$ cat src/rtl/load_store_unit.sv
// -----------------------------------------------------------------------------
// load_store_unit
//
// Memory-access initiator between the CPU execute stage and data_memory.
// Accepts one load/store at a time over a valid/ready handshake, drives the
// data_memory byte-pair port, waits out its one-cycle registered read latency
// and returns a single-cycle completion pulse. Byte stores are implemented as
// read-modify-write: the partner byte at addr+1 is read back and rewritten
// unchanged.
//
// Optional feature macro: LSU_ALIGN_CHECK_EN
//   defined   : word access with addr[0]=1 is rejected (ERR state, rsp_err=1,
//               no memory enable asserted, rsp_rdata untouched)
//   undefined : misaligned words proceed as ordinary byte-pair accesses and
//               rsp_err is tied low
//
// Ports
//   clk, reset          clock, asynchronous active-high reset
//   req_valid/req_ready request handshake (ready = idle and not in reset)
//   req_write           1 = store, 0 = load
//   req_byte            1 = byte access, 0 = 16-bit word
//   req_signed          byte load: sign-extend bit 7
//   req_addr/req_wdata  byte address / store data (byte store uses [7:0])
//   rsp_valid           one-cycle completion pulse (loads and stores)
//   rsp_rdata           load result, held until the next load completes
//   rsp_err             misalignment error, qualified by rsp_valid
//   mem_*               data_memory write_enable/read_enable/addr/data_in/data_out
// -----------------------------------------------------------------------------
module load_store_unit (
  input  logic        clk,
  input  logic        reset,
  input  logic        req_valid,
  output logic        req_ready,
  input  logic        req_write,
  input  logic        req_byte,
  input  logic        req_signed,
  input  logic [15:0] req_addr,
  input  logic [15:0] req_wdata,
  output logic        rsp_valid,
  output logic [15:0] rsp_rdata,
  output logic        rsp_err,
  output logic        mem_write_enable,
  output logic        mem_read_enable,
  output logic [15:0] mem_addr,
  output logic [15:0] mem_data_in,
  input  logic [15:0] mem_data_out
);

  typedef enum logic [3:0] {
    S_IDLE,
    S_RD,
    S_RD_WAIT,
    S_WR,
    S_RMW_RD,
    S_RMW_WAIT,
    S_RMW_WR,
    S_DONE
`ifdef LSU_ALIGN_CHECK_EN
    , S_ERR
`endif
  } state_t;

  state_t      r_state;
  state_t      w_next;
  logic        w_accept;
  logic        r_byte;
  logic        r_signed;
  logic [15:0] r_addr;
  logic [15:0] r_wdata;
  logic [7:0]  r_hi_byte;
  logic [15:0] r_rdata;

  assign req_ready = (r_state == S_IDLE) && !reset;
  assign w_accept  = req_valid && req_ready;
  assign rsp_valid = (r_state == S_DONE);
  assign rsp_rdata = r_rdata;

`ifdef LSU_ALIGN_CHECK_EN
  logic w_misaligned;
  logic r_err;
  assign w_misaligned = !req_byte && req_addr[0];
  assign rsp_err      = (r_state == S_DONE) && r_err;
`else
  assign rsp_err = 1'b0;
`endif

  // NOTE: state and datapath registers use non-blocking assignments so every
  // flop samples values from before the edge, independent of statement order.
  always_ff @(posedge clk or posedge reset) begin
    if (reset) begin
      r_state <= S_IDLE;
    end else begin
      r_state <= w_next;
    end
  end

  always_ff @(posedge clk or posedge reset) begin
    if (reset) begin
      r_byte    <= 1'b0;
      r_signed  <= 1'b0;
      r_addr    <= 16'h0000;
      r_wdata   <= 16'h0000;
      r_hi_byte <= 8'h00;
      r_rdata   <= 16'h0000;
`ifdef LSU_ALIGN_CHECK_EN
      r_err     <= 1'b0;
`endif
    end else begin
      if (w_accept) begin
        r_byte   <= req_byte;
        r_signed <= req_signed;
        r_addr   <= req_addr;
        r_wdata  <= req_wdata;
`ifdef LSU_ALIGN_CHECK_EN
        r_err    <= w_misaligned;
`endif
      end
      // Read data is valid throughout the WAIT states because data_memory
      // registered the read at the preceding RD / RMW_RD edge.
      if (r_state == S_RD_WAIT) begin
        if (r_byte) begin
          r_rdata <= {{8{r_signed & mem_data_out[7]}}, mem_data_out[7:0]};
        end else begin
          r_rdata <= mem_data_out;
        end
      end
      if (r_state == S_RMW_WAIT) begin
        r_hi_byte <= mem_data_out[15:8];
      end
    end
  end

  // NOTE: every output of this block gets a default first, so no path through
  // the case statement can leave a value unassigned and infer a latch.
  always_comb begin
    w_next           = r_state;
    mem_read_enable  = 1'b0;
    mem_write_enable = 1'b0;
    mem_addr         = 16'h0000;
    mem_data_in      = 16'h0000;
    if (r_state != S_IDLE) begin
      mem_addr = r_addr;
    end
    case (r_state)
      S_IDLE: begin
        if (req_valid) begin
`ifdef LSU_ALIGN_CHECK_EN
          if (w_misaligned)   w_next = S_ERR;
          else
`endif
          if (!req_write)     w_next = S_RD;
          else if (req_byte)  w_next = S_RMW_RD;
          else                w_next = S_WR;
        end
      end
      S_RD: begin
        mem_read_enable = 1'b1;
        w_next          = S_RD_WAIT;
      end
      S_RD_WAIT: w_next = S_DONE;
      S_WR: begin
        mem_write_enable = 1'b1;
        mem_data_in      = r_wdata;
        w_next           = S_DONE;
      end
      S_RMW_RD: begin
        mem_read_enable = 1'b1;
        w_next          = S_RMW_WAIT;
      end
      S_RMW_WAIT: w_next = S_RMW_WR;
      S_RMW_WR: begin
        mem_write_enable = 1'b1;
        mem_data_in      = {r_hi_byte, r_wdata[7:0]};
        w_next           = S_DONE;
      end
      S_DONE: w_next = S_IDLE;
`ifdef LSU_ALIGN_CHECK_EN
      S_ERR: w_next = S_DONE;
`endif
      default: w_next = S_IDLE;
    endcase
  end

endmodule

$ cat config.mk
export PLATFORM = sky130hd
export DESIGN_NAME = load_store_unit
export DESIGN_NICKNAME = d
export VERILOG_FILES = /design/src/rtl/load_store_unit.sv
export SDC_FILE = /design/constraint.sdc
export NUM_CORES = 1
export LEC_CHECK = 0
export ABC_AREA = 1
export CORE_MARGIN = 3
export CORE_UTILIZATION = 48
export DETAILED_ROUTE_END_ITERATION = 6
export PLACE_DENSITY = 0.86
export SLEW_MARGIN = 40
export SYNTH_ARGS = -nofsm -noshare
export SYNTH_HDL_FRONTEND = slang
export SYNTH_SLANG_ARGS = --single-unit
$ cat constraint.sdc
create_clock -name clk -period 6.3 [get_ports clk]
set_input_delay 0.63 -clock clk [delete_from_list [all_inputs] [get_ports clk]]
set_output_delay 0.63 -clock clk [all_outputs]
set_load 0.02 [all_outputs]
==> flow_summary_export.csv <==
group,metric,value,unit
run_status,status,"completed",
timing,finalSetupTns,0,ps
floorplan,die_w,83.4,um
route,via_count,2539,
timing,fmax,0.326,GHz
floorplan,core_area,0.00564,mm2
flow_run,maxCapViolations,0,
power,power,1.96,mW
route,drcViolationCount,0,
yosys,ys_ff_latch,61,
place,routabilityCongestion,0.764,
place,dp.final_hpwl,4.70,mm
final_layout,final_cells,549,
cts,hold_buffers,0,
route,avgRoutedWirePerCell,11.9,um
yosys,synthCells,370,
cts,cts_buffer_depth,2,
yosys,ys_top_cells_by_area,"dfrtp_1 (53%), nand2_1 (22%), inv_1 (7.3%)",
floorplan,ioPinCount,107,
final_layout,antenna_cells,0,
place,placed_area,0.00390,mm2
timing,hold-worst-slack,473,ps
yosys,synth_area,0.00287,mm2
place,dp_cells,533,
final_layout,nets,526,
floorplan,start_util,0.509,
timing,final-setup-viol-count,0,
global_route,grt_pass1_vias,2586,
cts,htree_levels,3,
cts,root_buffer,"clkbuf_8",
yosys,syn_area_per_cell,7.76,um2
timing,finalHoldViolCount,0,
cts,post_cts_resize_count,0,
timing,slew_headroom,0.509,
final_layout,drive_above_1_share,0.0545,
floorplan,die_h,83.4,um
final_layout,stdcell_area,0.00411,mm2
setup_path,timing.rr.start,"r_state[0]",
setup_path,cp_data_required_time,5670,ps
timing,report.final.slew_viol_count,0,
route,dr.pass1.iters,4,
cts,clock-sinks,61,
setup_path,crit_type,"primary input to output port",
cts,clock_latency,320,ps
route,vias_per_cell,4.62,
global_route,grt_max_degree,64,
cts,postCtsSetupBuffers,0,
timing,tightest_slew,735,ps
cts,clkSlewWorstSetupHoldPaths,60,ps
timing,period_minus_slack,3070,ps
setup_path,crit_path_start_kind,"primary input",
floorplan,rows,27,
power,vdd_drop_max,0.272,mV
global_route,grt_pass1_wl,11.4,mm
hold_path,worstHoldStart,"rsp_rdata[5]",
route,drt_wl_total,6.53,mm
global_route,antenna_found_initial,0,
yosys,netlist.area_leader.share,0.531,
final_layout,final_common_cell,"nand2_1",
cts,cts_made_buffers,9,
global_route,grt_use_total,0.200,
setup_path,crit_path_max_fanout,63,
yosys,synth-seq-area-share,0.531,
floorplan,fp.dieArea,0.00695,mm2
hold_path,min_path_type,"register to register",
final_layout,layout_common_cells,"nand2_1 (165), clkdlybuf4s50_1 (105), dfrtp_1 (61)",
route,drtIter0Drc,130,
setup_path,arrival,2440,ps
place,numPortBuffers,105,
power,leakage,2.09,nW
setup_path,crit_path_end_kind,"output port",
power,power.density,477,mW/mm2
cts,cts_tree,"built",
yosys,syn-num-nets,424,
yosys,yosysUniqueCellTypes,22,
timing,timing.final.crit_share,0.487,
global_route,overflow,0,
yosys,synth_warnings,0,
final_layout,area_delta_synth_final,42.9,%
timing,rsz0062_at_grt,"no",
setup_path,startpoint,"reset",
yosys,synth_top_cell_by_area,"dfrtp_1",
route,ant_nets,0,
timing,fin_skew,5.54,ps
==> registers in the layout (all words and copies together), names as in the netlist <==
signal,flops
r_state,3
r_wdata,16
r_signed,1
r_hi_byte,8
rsp_rdata,16
r_byte,1
r_addr,16
==> cells in the mapped netlist <==
cell and instances:
o21ai_0 12, o21ai_1 8, nor2_4 1, nor3_4 1
nor2_8 1, nand2_1 165, inv_1 56, buf_2 6
a31oi_1 1, nand3_1 7, conb_1 1, dfrtp_1 61
buf_6 7, nand4_2 1, inv_4 3, a21oi_1 1
nand3_2 2, inv_2 1, buf_4 1, nor2_1 25
clkbuf_1 1, o22ai_1 8
==> cell type report <==
type | instances | area [um2]
Fill cell | 415 | 1540
Sequential cell | 61 | 1530
Timing Repair Buffer | 106 | 1060
Multi-Input combinational cell | 234 | 1000
Inverter | 60 | 233
Clock buffer | 12 | 145
Tap cell | 72 | 90.1
Clock inverter | 4 | 47.5
==> logic make-up (layout without fill, tap and decap cells) <==
group                  Yosys count  count (layout)  synth area share
flip-flops                      61              61             0.531
AO/OA/AOI/OAI                   30              30            0.0562
buffers and inverters           75             182             0.123
other                            1               1           0.00131
AND/OR/NAND/NOR                203             203             0.288
==> critical path, stage by stage <==
cell             delay, ps
clkdlybuf4s50_1        420
inv_2                   60
buf_6                  440
nand3_2                180
inv_1                   90
clkdlybuf4s50_1        610
==> metrics by stage <==
step	worst slack [ps]	utilization
finish	3230	0.728
global route	3060	0.728
CTS	3000	0.726
detailed placement	3000	0.692
global placement	3070	0.692
floorplan	3260	-
==> per-layer routing <==
| metal | global-route usage | wire (um) |
|---|---|---|
| met3 | 0.0675 | 511 |
| met5 | 0 | 0 |
| met4 | 0.0773 | 99 |
| met2 | 0.317 | 2920 |
| met1 | 0.253 | 3000 |
==> report_power, final <==
group | switching, mW | leakage [nW] | internal, mW
clock | 0.138 | 0.0964 | 0.192
combinational | 0.515 | 1.23 | 0.421
sequential | 0.124 | 0.764 | 0.567
==> worst paths after layout <==
check / to / slack, ps / cells past startpoint
max: req_ready / 3230 / 6
max in group asynchronous: rsp_rdata[6] / 5140 / 3
min reg2reg: rsp_rdata[5] / 470 / 2
min: rsp_rdata[5] / 470 / 2
max reg2reg: r_wdata[0] / 4580 / 5
min in group asynchronous: r_wdata[7] / 760 / 3
No activity file was read; power rests on OpenSTA's default activity.
